<file path="config.mk">
export PLATFORM = sky130hd
export DESIGN_NAME = traffic_safety_monitor
export DESIGN_NICKNAME = d
export VERILOG_FILES = /design/src/rtl/traffic_pkg.sv /design/src/rtl/traffic_conflict_check.sv /design/src/rtl/traffic_safety_monitor.sv
export SDC_FILE = /design/constraint.sdc
export NUM_CORES = 1
export LEC_CHECK = 0
export ABC_AREA = 1
export BUFFER_PORTS_ARGS = -buffer_cell sky130_fd_sc_hd__clkbuf_2
export CORE_MARGIN = 5
export CORE_UTILIZATION = 44
export DETAILED_ROUTE_END_ITERATION = 10
export MAX_ROUTING_LAYER = met4
export REMOVE_ABC_BUFFERS = 1
export SLEW_MARGIN = 20
export SYNTH_ARGS = -nofsm -noshare
export SYNTH_HDL_FRONTEND = slang
export SYNTH_HIERARCHICAL = 1
export SYNTH_SLANG_ARGS = --single-unit
</file>
<file path="constraint.sdc">
create_clock -name clk -period 2.4 [get_ports clk]
set_input_delay 0.24 -clock clk [delete_from_list [all_inputs] [get_ports clk]]
set_output_delay 0.24 -clock clk [all_outputs]
set_load 0.01 [all_outputs]
</file>
<file path="src/rtl/traffic_pkg.sv">
// Shared light encodings, fault codes and FSM state type for the traffic safety monitor.
package traffic_pkg;

  localparam logic [3:0] CAR_RED        = 4'b0001;
  localparam logic [3:0] CAR_YELLOW     = 4'b0010;
  localparam logic [3:0] CAR_GREEN      = 4'b0100;
  localparam logic [3:0] CAR_GREEN_LEFT = 4'b1100;
  localparam logic [3:0] CAR_LEFT       = 4'b1000;
  localparam logic [3:0] CAR_DARK       = 4'b0000;

  localparam logic [1:0] WALK_RED   = 2'b01;
  localparam logic [1:0] WALK_GREEN = 2'b10;

  localparam logic [2:0] CODE_NONE      = 3'd0;
  localparam logic [2:0] CODE_INVALID_0 = 3'd1;
  localparam logic [2:0] CODE_INVALID_1 = 3'd2;
  localparam logic [2:0] CODE_CROSS     = 3'd3;
  localparam logic [2:0] CODE_WALK_0    = 3'd4;
  localparam logic [2:0] CODE_WALK_1    = 3'd5;

  typedef enum logic [1:0] {NORMAL, SUSPECT, FAULT, RECOVER} state_t;

  function automatic logic car_legal(input logic [3:0] car);
    return (car == CAR_RED) || (car == CAR_YELLOW) || (car == CAR_GREEN) ||
           (car == CAR_GREEN_LEFT) || (car == CAR_LEFT);
  endfunction

  function automatic logic walk_legal(input logic [1:0] walk);
    return (walk == WALK_RED) || (walk == WALK_GREEN);
  endfunction

endpackage

</file>
<file path="src/rtl/traffic_conflict_check.sv">
// Combinational classifier: reports whether the light vectors are illegal and the highest-priority cause.
module traffic_conflict_check
  import traffic_pkg::*;
(
  input  logic [3:0] car_0,
  input  logic [1:0] walk_0,
  input  logic [3:0] car_1,
  input  logic [1:0] walk_1,
  output logic       illegal,
  output logic [2:0] code
);

  // Lower code numbers win when several causes are present at once.
  always_comb begin
    if (!car_legal(car_0) || !walk_legal(walk_0))        code = CODE_INVALID_0;
    else if (!car_legal(car_1) || !walk_legal(walk_1))   code = CODE_INVALID_1;
    else if ((car_0 != CAR_RED) && (car_1 != CAR_RED))   code = CODE_CROSS;
    else if ((walk_0 == WALK_GREEN) && (car_0 != CAR_RED)) code = CODE_WALK_0;
    else if ((walk_1 == WALK_GREEN) && (car_1 != CAR_RED)) code = CODE_WALK_1;
    else                                                 code = CODE_NONE;
  end

  assign illegal = (code != CODE_NONE);

endmodule

</file>
<file path="src/rtl/traffic_safety_monitor.sv">
// Safety filter between the intersection controller and the lamp drivers: pass-through,
// glitch filtering, latched fault with flashing lamps, and operator-cleared all-red recovery.
module traffic_safety_monitor
  import traffic_pkg::*;
#(
  parameter int CONFLICT_CYCLES = 4,
  parameter int FLASH_HALF      = 25000000,
  parameter int ALL_RED_CYCLES  = 100000000
) (
  input  logic       clk,
  input  logic       rstn,
  input  logic [3:0] car_in_0,
  input  logic [1:0] walk_in_0,
  input  logic [3:0] car_in_1,
  input  logic [1:0] walk_in_1,
  input  logic       clear_fault,
  output logic [3:0] car_out_0,
  output logic [3:0] car_out_1,
  output logic [1:0] walk_out_0,
  output logic [1:0] walk_out_1,
  output logic       fault,
  output logic [2:0] fault_code
);

  localparam int CW = $clog2(CONFLICT_CYCLES + 1);
  localparam int FW = $clog2(FLASH_HALF + 1);
  localparam int RW = $clog2(ALL_RED_CYCLES + 1);
  localparam logic [CW-1:0] CONFLICT_LAST = CW'(CONFLICT_CYCLES - 1);
  localparam logic [FW-1:0] FLASH_LAST    = FW'(FLASH_HALF - 1);
  localparam logic [RW-1:0] RED_LAST      = RW'(ALL_RED_CYCLES - 1);

  state_t        state, state_n;
  logic [CW-1:0] conf_cnt, conf_cnt_n;
  logic [FW-1:0] flash_cnt, flash_cnt_n;
  logic [RW-1:0] red_cnt, red_cnt_n;
  logic          flash_on, flash_on_n;
  logic [2:0]    code_n;
  logic [3:0]    car_0_n, car_1_n;
  logic [1:0]    walk_0_n, walk_1_n;
  logic          illegal, load, go_fault;
  logic [2:0]    cause;

  traffic_conflict_check u_check (
    .car_0   (car_in_0),
    .walk_0  (walk_in_0),
    .car_1   (car_in_1),
    .walk_1  (walk_in_1),
    .illegal (illegal),
    .code    (cause)
  );

  always_comb begin
    // NOTE: every signal gets a default here so no path through the case can infer a latch.
    state_n     = state;
    conf_cnt_n  = conf_cnt;
    flash_cnt_n = flash_cnt;
    flash_on_n  = flash_on;
    red_cnt_n   = red_cnt;
    code_n      = fault_code;
    car_0_n     = car_out_0;
    car_1_n     = car_out_1;
    walk_0_n    = walk_out_0;
    walk_1_n    = walk_out_1;
    load        = 1'b0;
    go_fault    = 1'b0;

    unique case (state)
      NORMAL: begin
        if (!illegal) load = 1'b1;
        else if (CONFLICT_CYCLES == 1) go_fault = 1'b1;
        else begin
          state_n    = SUSPECT;
          conf_cnt_n = CW'(1);
        end
      end
      SUSPECT: begin
        if (!illegal) begin
          load       = 1'b1;
          conf_cnt_n = '0;
          state_n    = NORMAL;
        end else if (conf_cnt == CONFLICT_LAST) go_fault = 1'b1;
        else conf_cnt_n = conf_cnt + CW'(1);
      end
      FAULT: begin
        if (clear_fault && !illegal) begin
          state_n   = RECOVER;
          red_cnt_n = '0;
          car_0_n   = CAR_RED;
          car_1_n   = CAR_RED;
          walk_0_n  = WALK_RED;
          walk_1_n  = WALK_RED;
        end else begin
          if (flash_cnt == FLASH_LAST) begin
            flash_cnt_n = '0;
            flash_on_n  = !flash_on;
          end else begin
            flash_cnt_n = flash_cnt + FW'(1);
          end
          car_0_n = flash_on_n ? CAR_YELLOW : CAR_DARK;
          car_1_n = flash_on_n ? CAR_RED : CAR_DARK;
        end
      end
      RECOVER: begin
        if (illegal) go_fault = 1'b1;
        else if (red_cnt == RED_LAST) begin
          state_n   = NORMAL;
          red_cnt_n = '0;
        end else begin
          red_cnt_n = red_cnt + RW'(1);
        end
      end
      default: state_n = NORMAL;
    endcase

    if (load) begin
      car_0_n  = car_in_0;
      car_1_n  = car_in_1;
      walk_0_n = walk_in_0;
      walk_1_n = walk_in_1;
    end

    // Fault entry restarts the flash sequence in its "on" phase and latches the new cause.
    if (go_fault) begin
      state_n     = FAULT;
      code_n      = cause;
      conf_cnt_n  = '0;
      flash_cnt_n = '0;
      flash_on_n  = 1'b1;
      car_0_n     = CAR_YELLOW;
      car_1_n     = CAR_RED;
      walk_0_n    = WALK_RED;
      walk_1_n    = WALK_RED;
    end
  end

  always_ff @(posedge clk) begin
    // NOTE: reset is synchronous and active-high; it is only seen on a clock edge.
    if (rstn) begin
      state      <= NORMAL;
      conf_cnt   <= '0;
      flash_cnt  <= '0;
      flash_on   <= 1'b0;
      red_cnt    <= '0;
      fault_code <= CODE_NONE;
      car_out_0  <= CAR_RED;
      car_out_1  <= CAR_RED;
      walk_out_0 <= WALK_RED;
      walk_out_1 <= WALK_RED;
    end else begin
      state      <= state_n;
      conf_cnt   <= conf_cnt_n;
      flash_cnt  <= flash_cnt_n;
      flash_on   <= flash_on_n;
      red_cnt    <= red_cnt_n;
      fault_code <= code_n;
      car_out_0  <= car_0_n;
      car_out_1  <= car_1_n;
      walk_out_0 <= walk_0_n;
      walk_out_1 <= walk_1_n;
    end
  end

  assign fault = (state == FAULT);

endmodule

</file>
==> impl_results.md, run 1 <==
* VDD IR max at 237 uV
* Die H at 107 um
* Final Instance Area at 4780 um2
* Overall Power at between 2000 and 2500 uW
* Maximum cell stage delay along the critical path at 280 ps
* Final design utilization at 0.520
* Initial detailed-routing violation count at 207
* Core Area at between 9000 and 10000 um2
* Placement Setup Slack at -113 ps
* Master cell of the clock root buffer: sky130_fd_sc_hd__clkbuf_8
* Number of filler cells placed in the layout at 955
* Final Slew Violations at 0
* Final setup violation count at 0
* Die ar. at 11400 um2
* Kind of start point of the critical path: input port
* Worst setup EP type: register
* Worst Path Arrival at 2310 ps
* Cell area after placement at 4580 um2
* Total number of H-tree levels at 3
* # diodes at 0
* Half-perimeter wire length of the detailed placement result at a little under 8 mm
* CTS clock-pin slew for the worst setup and hold paths at 90 ps
* Cell area power density at 508 nW/um2
* Count of max-cap constraint violations at 0
* Post-Synthesis Cells at 651
* Area growth from synthesis to layout at 15.9%
* RSZ-0062 raised after global routing: no
* Worst Path Max Fanout at 9
* Synth Warn # at 6
* Required time at the endpoint of the critical path at 2660 ps
* Number of buffers added to fix hold violations after cts at 0
* DRC viols at 0
* Routed length per placed instance at around 12 um
* Routed Wire Length at a little over 10 mm
* Leakage at 0.00200 uW
* Antenna Nets Post-Route at 0
* Minimum period implied by the final worst setup slack at 2050 ps
* Fraction of final layout cells with drive strength greater than 1 at 0.138
* Area used by multi-input combinational logic at 2290 um2
* Detailed-routing iteration count for the pre-antenna-repair pass at 5
* Worst rel slew slack at 0.694
* Via count of the first global-routing pass at 3964
* Starting Density at 0.449
* Async set-reset flop share out of synthesis at 0
* CTS Sinks at 73
* Critical path's slowest cell: sky130_fd_sc_hd__ha_1
* Post-route fraction of the period consumed by the critical path at 0.853
* Overall via count from detail_route at 4101
* Post-synthesis sequential area ratio at 0.354
* Buffers and inverters on the worst path at 4
* Final hold slack at 122 ps
* Status: finished, final reports clean
* Critical path class: in -> reg
* Mapped cell area at roughly 4100 um2
* Residual overflow from global routing at 0
* Worst hold-check path type: in -> reg
* Setup WS post-layout at between 300 and 400 ps
* Setup clock skew after layout at 12.2 ps
* Measured slew at the worst slew-check pin at 458 ps
* Flip-flop and latch area at ~1500 um2
* Flop and latch count out of synthesis at 73
* IO buf count at 30
* TritonCTS clock tree: yes
* Mean instance size in the synthesized netlist at 6.34 um2
* GRT Total Usage at 0.191
* Final #Nets at about 730
* Top-level I/O count at 31
* Critical path, cell by cell: clkbuf_2 -> inv_1 -> ha_1 -> a21oi_1 -> inv_1 -> a21oi_4 -> nand4_1 -> buf_4 -> a21oi_1 -> nand2_2 -> nor2_4 -> nand3_1 -> nor2_1 -> nand3_1 -> nand2_1 -> nor2_1
* Number of enable flip-flop cells after synthesis at 0
* Maximum number of pins on one net before global-route repair at 17
* Distinct cell type count of the synthesized netlist at 35
* Max Root-Sink Buffers at 2
* Clock latency on the worst-skew pair at 360 ps
* Maximum frequency from static timing analysis at 489 MHz
* Die outline width at 107 um
* Cell row count at 35
* Delay-heaviest family, CP: simple AND/OR/NAND/NOR gates
* Vias per std cell at about 5
* Routability Congestion at 0.935
* First-pass GRT wire length at 17.5 mm
* Final Hold Vio Count at 0
* Clock buffer count from CTS at 9
* Top FF cell, synth: sky130_fd_sc_hd__dfxtp_1
* Initial antenna violation count at 0
[synth_stat cells, types with 2 or more instances]
master / n / area (um2)
sky130_fd_sc_hd__inv_2: 3 / 11.3
sky130_fd_sc_hd__nand3_1: 40 / 200
sky130_fd_sc_hd__o21bai_1: 2 / 15.0
sky130_fd_sc_hd__xor2_1: 13 / 114
sky130_fd_sc_hd__ha_1: 6 / 75.1
sky130_fd_sc_hd__nor2_2: 7 / 43.8
sky130_fd_sc_hd__nand3_2: 2 / 20.0
sky130_fd_sc_hd__o31ai_1: 2 / 15.0
sky130_fd_sc_hd__xnor2_1: 2 / 17.5
sky130_fd_sc_hd__buf_6: 2 / 22.5
sky130_fd_sc_hd__o21ai_0: 16 / 80.1
sky130_fd_sc_hd__nand2_1: 172 / 646
sky130_fd_sc_hd__nor2_1: 129 / 484
sky130_fd_sc_hd__nor3_1: 21 / 105
sky130_fd_sc_hd__nand4_1: 20 / 125
sky130_fd_sc_hd__a21oi_1: 30 / 150
sky130_fd_sc_hd__o22ai_1: 2 / 12.5
sky130_fd_sc_hd__a22oi_1: 2 / 15.0
sky130_fd_sc_hd__nor2_4: 4 / 45.0
sky130_fd_sc_hd__dfxtp_1: 73 / 1460
sky130_fd_sc_hd__buf_2: 4 / 20.0
sky130_fd_sc_hd__nand2_2: 5 / 31.3
sky130_fd_sc_hd__inv_1: 82 / 308
[worst register-to-register path, stage by stage (launching register included)]
cell and delay [ps]:
sky130_fd_sc_hd__dfxtp_1 460, sky130_fd_sc_hd__inv_2 110, sky130_fd_sc_hd__nor2_4 170, sky130_fd_sc_hd__nand2_2 80
sky130_fd_sc_hd__buf_4 170, sky130_fd_sc_hd__buf_4 170, sky130_fd_sc_hd__nor2_8 120, sky130_fd_sc_hd__nand2_4 70
sky130_fd_sc_hd__nor2_4 130, sky130_fd_sc_hd__nand4_1 140, sky130_fd_sc_hd__nand2_1 90, sky130_fd_sc_hd__nand2_1 50
sky130_fd_sc_hd__nor2_1 80
[flip-flops by register name (all words and copies together), names as in the netlist, named ones only]
register	flops
red_cnt	27
flash_cnt	25
car_out_0	4
car_out_1	4
conf_cnt	3
fault_code	3
walk_out_0	2
walk_out_1	2
flash_on	1
state	1
[where the power goes]
group / leakage (uW) / internal (uW) / total [uW] / switching, uW
Clock: 0.0000921 / 487 / 1000 / 516
Sequential: 0.000589 / 1230 / 1240 / 13.7
Combinational: 0.00132 / 70.4 / 183 / 113
Total: 0.00200 / 1780 / 2430 / 643
[worst paths after layout]
path                                    from             to  slack, ps  cells past startpoint
worst max register to register      register  flash_cnt[21]        490                     12
worst min-delay path            walk_in_1[0]  walk_out_1[0]        120                      3
worst min register to register  car_out_1[3]   car_out_1[3]        470                      2
worst max-delay path            walk_in_1[0]    red_cnt[24]        350                     16
[area by class of cell]
cell class,count,area share
clock buffer,9,0.0259
clock inverter,7,0.0165
inverter,85,0.0667
multi-input combinational,485,0.480
sequential,73,0.306
tap,111,0.0290
timing repair buffer,57,0.0764
[cell usage in the layout (no fill, tap or decap), types with 2 or more instances in the layout]
cell	n
sky130_fd_sc_hd__nand2_1	171
sky130_fd_sc_hd__nor2_1	129
sky130_fd_sc_hd__inv_1	82
sky130_fd_sc_hd__dfxtp_1	73
sky130_fd_sc_hd__nand3_1	40
sky130_fd_sc_hd__a21oi_1	30
sky130_fd_sc_hd__clkbuf_2	30
sky130_fd_sc_hd__buf_4	26
sky130_fd_sc_hd__nor3_1	21
sky130_fd_sc_hd__nand4_1	20
sky130_fd_sc_hd__o21ai_0	16
sky130_fd_sc_hd__xor2_1	13
sky130_fd_sc_hd__clkbuf_8	9
sky130_fd_sc_hd__nor2_2	7
sky130_fd_sc_hd__nand2_2	6
sky130_fd_sc_hd__ha_1	6
sky130_fd_sc_hd__nor2_4	4
sky130_fd_sc_hd__inv_2	3
sky130_fd_sc_hd__clkinvlp_4	3
sky130_fd_sc_hd__o31ai_1	2
sky130_fd_sc_hd__a22oi_1	2
sky130_fd_sc_hd__nand3_2	2
sky130_fd_sc_hd__o21bai_1	2
sky130_fd_sc_hd__xnor2_1	2
sky130_fd_sc_hd__o22ai_1	2
sky130_fd_sc_hd__clkinv_4	2
[per-layer routing]
layer  track usage  vias up  routed length, um
li1              -     2174                  -
met1         0.239     1851               4990
met4        0.0721        0                127
met2         0.315       65               4660
met5             -        -                  0
met3        0.0247       11                300
[logic make-up (layout without fill, tap and decap cells)]
| kind of cell | Yosys count | count (layout) | synth area share |
|---|---|---|---|
| AND/OR/NAND/NOR | 407 | 407 | 0.428 |
| buffers and inverters | 93 | 158 | 0.0904 |
| flip-flops | 73 | 73 | 0.354 |
| AO/OA/AOI/OAI | 57 | 57 | 0.0773 |
| XOR/XNOR | 15 | 15 | 0.0318 |
| adder cells (fa/ha/maj) | 6 | 6 | 0.0182 |
[what timing repair did]
| item | in CTS | in global routing |
|---|---|---|
| setup buffers | 0 | 0 |
| resized for setup | 0 | 1 |
| endpoints found under the setup margin | 0 | 1 |
[stage by stage]
stage / setup TNS (ps) / instances
after detailed placement: -1900 / 811
after CTS: 0 / 827
final: 0 / 827
after floorplan: -4010 / 643
after global placement: -1480 / 811
after global routing: 0 / 827
No activity file was read; power rests on OpenSTA's default activity.
==> inputs of run 2 (changes only) <==
- ABC_AREA: 1 -> 0
- CAP_MARGIN: not set -> 10
- CORE_UTILIZATION: 44 -> 55
- PLACE_DENSITY: not set -> 0.74
==> impl_results.md, run 2 <==
* Worst rel slew slack at 0.644
* Flop and latch count out of synthesis at 73
* Area growth from synthesis to layout at 22.4%
* Final setup violation count at 0
* Clock latency on the worst-skew pair at 340 ps
* Residual overflow from global routing at 0
* Worst hold-check path type: in -> reg
* Cell area after placement at ~4300 um2
* Number of filler cells placed in the layout at 560
* Maximum number of pins on one net before global-route repair at 25
* Starting Density at 0.558
* First-pass GRT wire length at 15.2 mm
* Final Hold Vio Count at 0
* Final #Nets at ~540
* Final Slew Violations at 0
* Share of Yosys cell area claimed by the top area cell type at 0.392
* Routed length per placed instance at 15.0 um
* Initial antenna violation count at 0
* Core Area at around 6700 um2
* Setup clock skew after layout at 9.87 ps
* Post-Synthesis Cells at 446
* # diodes at 0
* Total number of H-tree levels at 3
* Regs by FF count: red_cnt x27, flash_cnt x25
* Die H at 92.4 um
* Required time at the endpoint of the critical path at 2670 ps
* Count of max-cap constraint violations at 0
* Critical path class: in -> reg
* Number of buffers added to fix hold violations after cts at 0
* Routability Congestion at 0.886
* Most frequent standard cell in the layout excluding fill and tap cells: sky130_fd_sc_hd__dfxtp_1
* Cell with the most instances after synthesis: sky130_fd_sc_hd__dfxtp_1
* Mean instance size in the synthesized netlist at 8.37 um2
* Cell taking the most area after synthesis: sky130_fd_sc_hd__dfxtp_1
* Kind of start point of the critical path: input port
* Worst Path Max Fanout at 8
* Count of placed standard cells including taps at a little under 600
* Most used cells in the layout excluding fill and tap cells: sky130_fd_sc_hd__dfxtp_1, sky130_fd_sc_hd__nor2_1, sky130_fd_sc_hd__buf_4, sky130_fd_sc_hd__nand2_1, sky130_fd_sc_hd__clkbuf_2
* Final hold slack at ~200 ps
* Final non-filler cell total at 603
* Die outline width at 92.4 um
* Via count of the first global-routing pass at ~3300
* Synth Warn # at 6
* Antenna Nets Post-Route at 0
* Fraction of final layout cells with drive strength greater than 1 at 0.229
* Most area-consuming cells after synthesis: sky130_fd_sc_hd__dfxtp_1, sky130_fd_sc_hd__nor2_1, sky130_fd_sc_hd__xnor2_1, sky130_fd_sc_hd__xor2_1, sky130_fd_sc_hd__nand3_1
* Final design utilization at 0.684
* DRC viols at 0
* Worst Path Arrival at roughly 2600 ps
* IO buf count at 30
* Mapped cell area at 3730 um2
* Async set-reset flop share out of synthesis at 0
* Vias per std cell at 5.83
* Post-route fraction of the period consumed by the critical path at 0.968
* Status: finished, final reports clean
* Number of enable flip-flop cells after synthesis at 0
* Master cell of the clock root buffer: sky130_fd_sc_hd__clkbuf_8
* Clock buffer count from CTS at 9
* CTS clock-pin slew for the worst setup and hold paths at 80 ps
* Cell area power density at 531 nW/um2
* Most numerous cell types in the synthesized netlist: sky130_fd_sc_hd__dfxtp_1, sky130_fd_sc_hd__nor2_1, sky130_fd_sc_hd__nand2_1
* Distinct cell type count of the synthesized netlist at 60
* Leakage at about 0.0017 uW
* Minimum period implied by the final worst setup slack at roughly 2300 ps
* Max Root-Sink Buffers at 2
* Detailed-routing iteration count for the pre-antenna-repair pass at 4
* VDD IR max at between 300 and 400 uV
* Overall via count from detail_route at 3516
* TritonCTS clock tree: yes
* Half-perimeter wire length of the detailed placement result at 6.59 mm
* Final Instance Area at about 4600 um2
* Routed Wire Length at slightly above 9 mm
* Top FF cell, synth: sky130_fd_sc_hd__dfxtp_1
* GRT Total Usage at 0.223
* Die ar. at 8530 um2
* Top-level I/O count at 31
* Cell row count at 30
* Flip-flop count of the largest register, all copies and words added at 27
* Largest reg by FF count: red_cnt
* Initial detailed-routing violation count at 250
* CTS Sinks at 73
* Maximum frequency from static timing analysis at 431 MHz
* Measured slew at the worst slew-check pin at 529 ps
* Post-synthesis sequential area ratio at 0.392
* Worst setup EP type: register
run 2: layout make-up:
| class | instances | area [um2] | area share |
|---|---|---|---|
| clock buffer | 12 | 165 | 0.0362 |
| clock inverter | 4 | 50.0 | 0.0110 |
| inverter | 9 | 33.8 | 0.00740 |
| multi-input combinational | 342 | 2200 | 0.481 |
| sequential | 73 | 1460 | 0.320 |
| tap | 80 | 100 | 0.0219 |
| timing repair buffer | 83 | 561 | 0.123 |
run 2: cells by family after synthesis:
group | after synthesis | share of synthesized area
and+or+nand+nor | 219 | 0.308
DFF | 73 | 0.392
AOI/OAI and AO/OA | 69 | 0.133
xor gates and xnor gates | 44 | 0.103
buffers and inverters | 31 | 0.0339
adders and majority gates | 6 | 0.0201
muxes | 4 | 0.0107
run 2: per-layer routing:
layer	vias to the layer above	share of wire	GRT usage
met5	-	0	-
met2	98	0.44	0.327
met4	0	0.011	0.0693
li1	1746	-	-
met3	11	0.055	0.0504
met1	1661	0.49	0.307
run 2: path summary, 6_finish.rpt:
| check | from | to | slack [ps] | depth (start not counted) |
|---|---|---|---|---|
| min reg2reg | walk_out_1[0] | walk_out_1[0] | 490 | 2 |
| min | rstn | red_cnt[26] | 200 | 2 |
| max | walk_in_1[0] | red_cnt[25] | 80 | 13 |
| max reg2reg | red_cnt[0] | red_cnt[26] | 290 | 6 |
run 2: where the power goes:
part           leakage (uW)  switching, uW  internal [uW]
Combinational       0.00105           93.7           84.1
Clock              0.000105            462            564
Sequential         0.000589           5.85           1220
Total               0.00175            561           1870
run 2: what timing repair did:
item                       CTS  global route
pin swaps                    0             3
setup buffers                0             2
setup endpoints to repair    2            28
cloned                       0             0
hold endpoints to repair     0             0
resized for setup            1             8
run 2: worst max-delay path: stages:
cell and delay [ps]:
sky130_fd_sc_hd__clkbuf_2 90, sky130_fd_sc_hd__inv_1 40, sky130_fd_sc_hd__ha_1 300, sky130_fd_sc_hd__or2_4 250, sky130_fd_sc_hd__o32ai_4 270, sky130_fd_sc_hd__o211ai_1 190, sky130_fd_sc_hd__buf_4 200, sky130_fd_sc_hd__nand2b_4 150
sky130_fd_sc_hd__nor2_1 120, sky130_fd_sc_hd__buf_4 170, sky130_fd_sc_hd__nand3_1 110, sky130_fd_sc_hd__or3_1 320, sky130_fd_sc_hd__a21oi_1 140
run 2: stage by stage:
| stage | total power [uW] | worst slack (ps) | setup TNS (ps) |
|---|---|---|---|
| 5_1_grt | 2540 | -34.6 | -36.5 |
| 2_1_floorplan | 1330 | -603 | -24410 |
| 4_1_cts | 2440 | 13.6 | 0 |
| 6_report | 2430 | 77.8 | 0 |
| 3_5_place_dp | 1420 | -397 | -15890 |
| 3_3_place_gp | 1420 | -340 | -12300 |
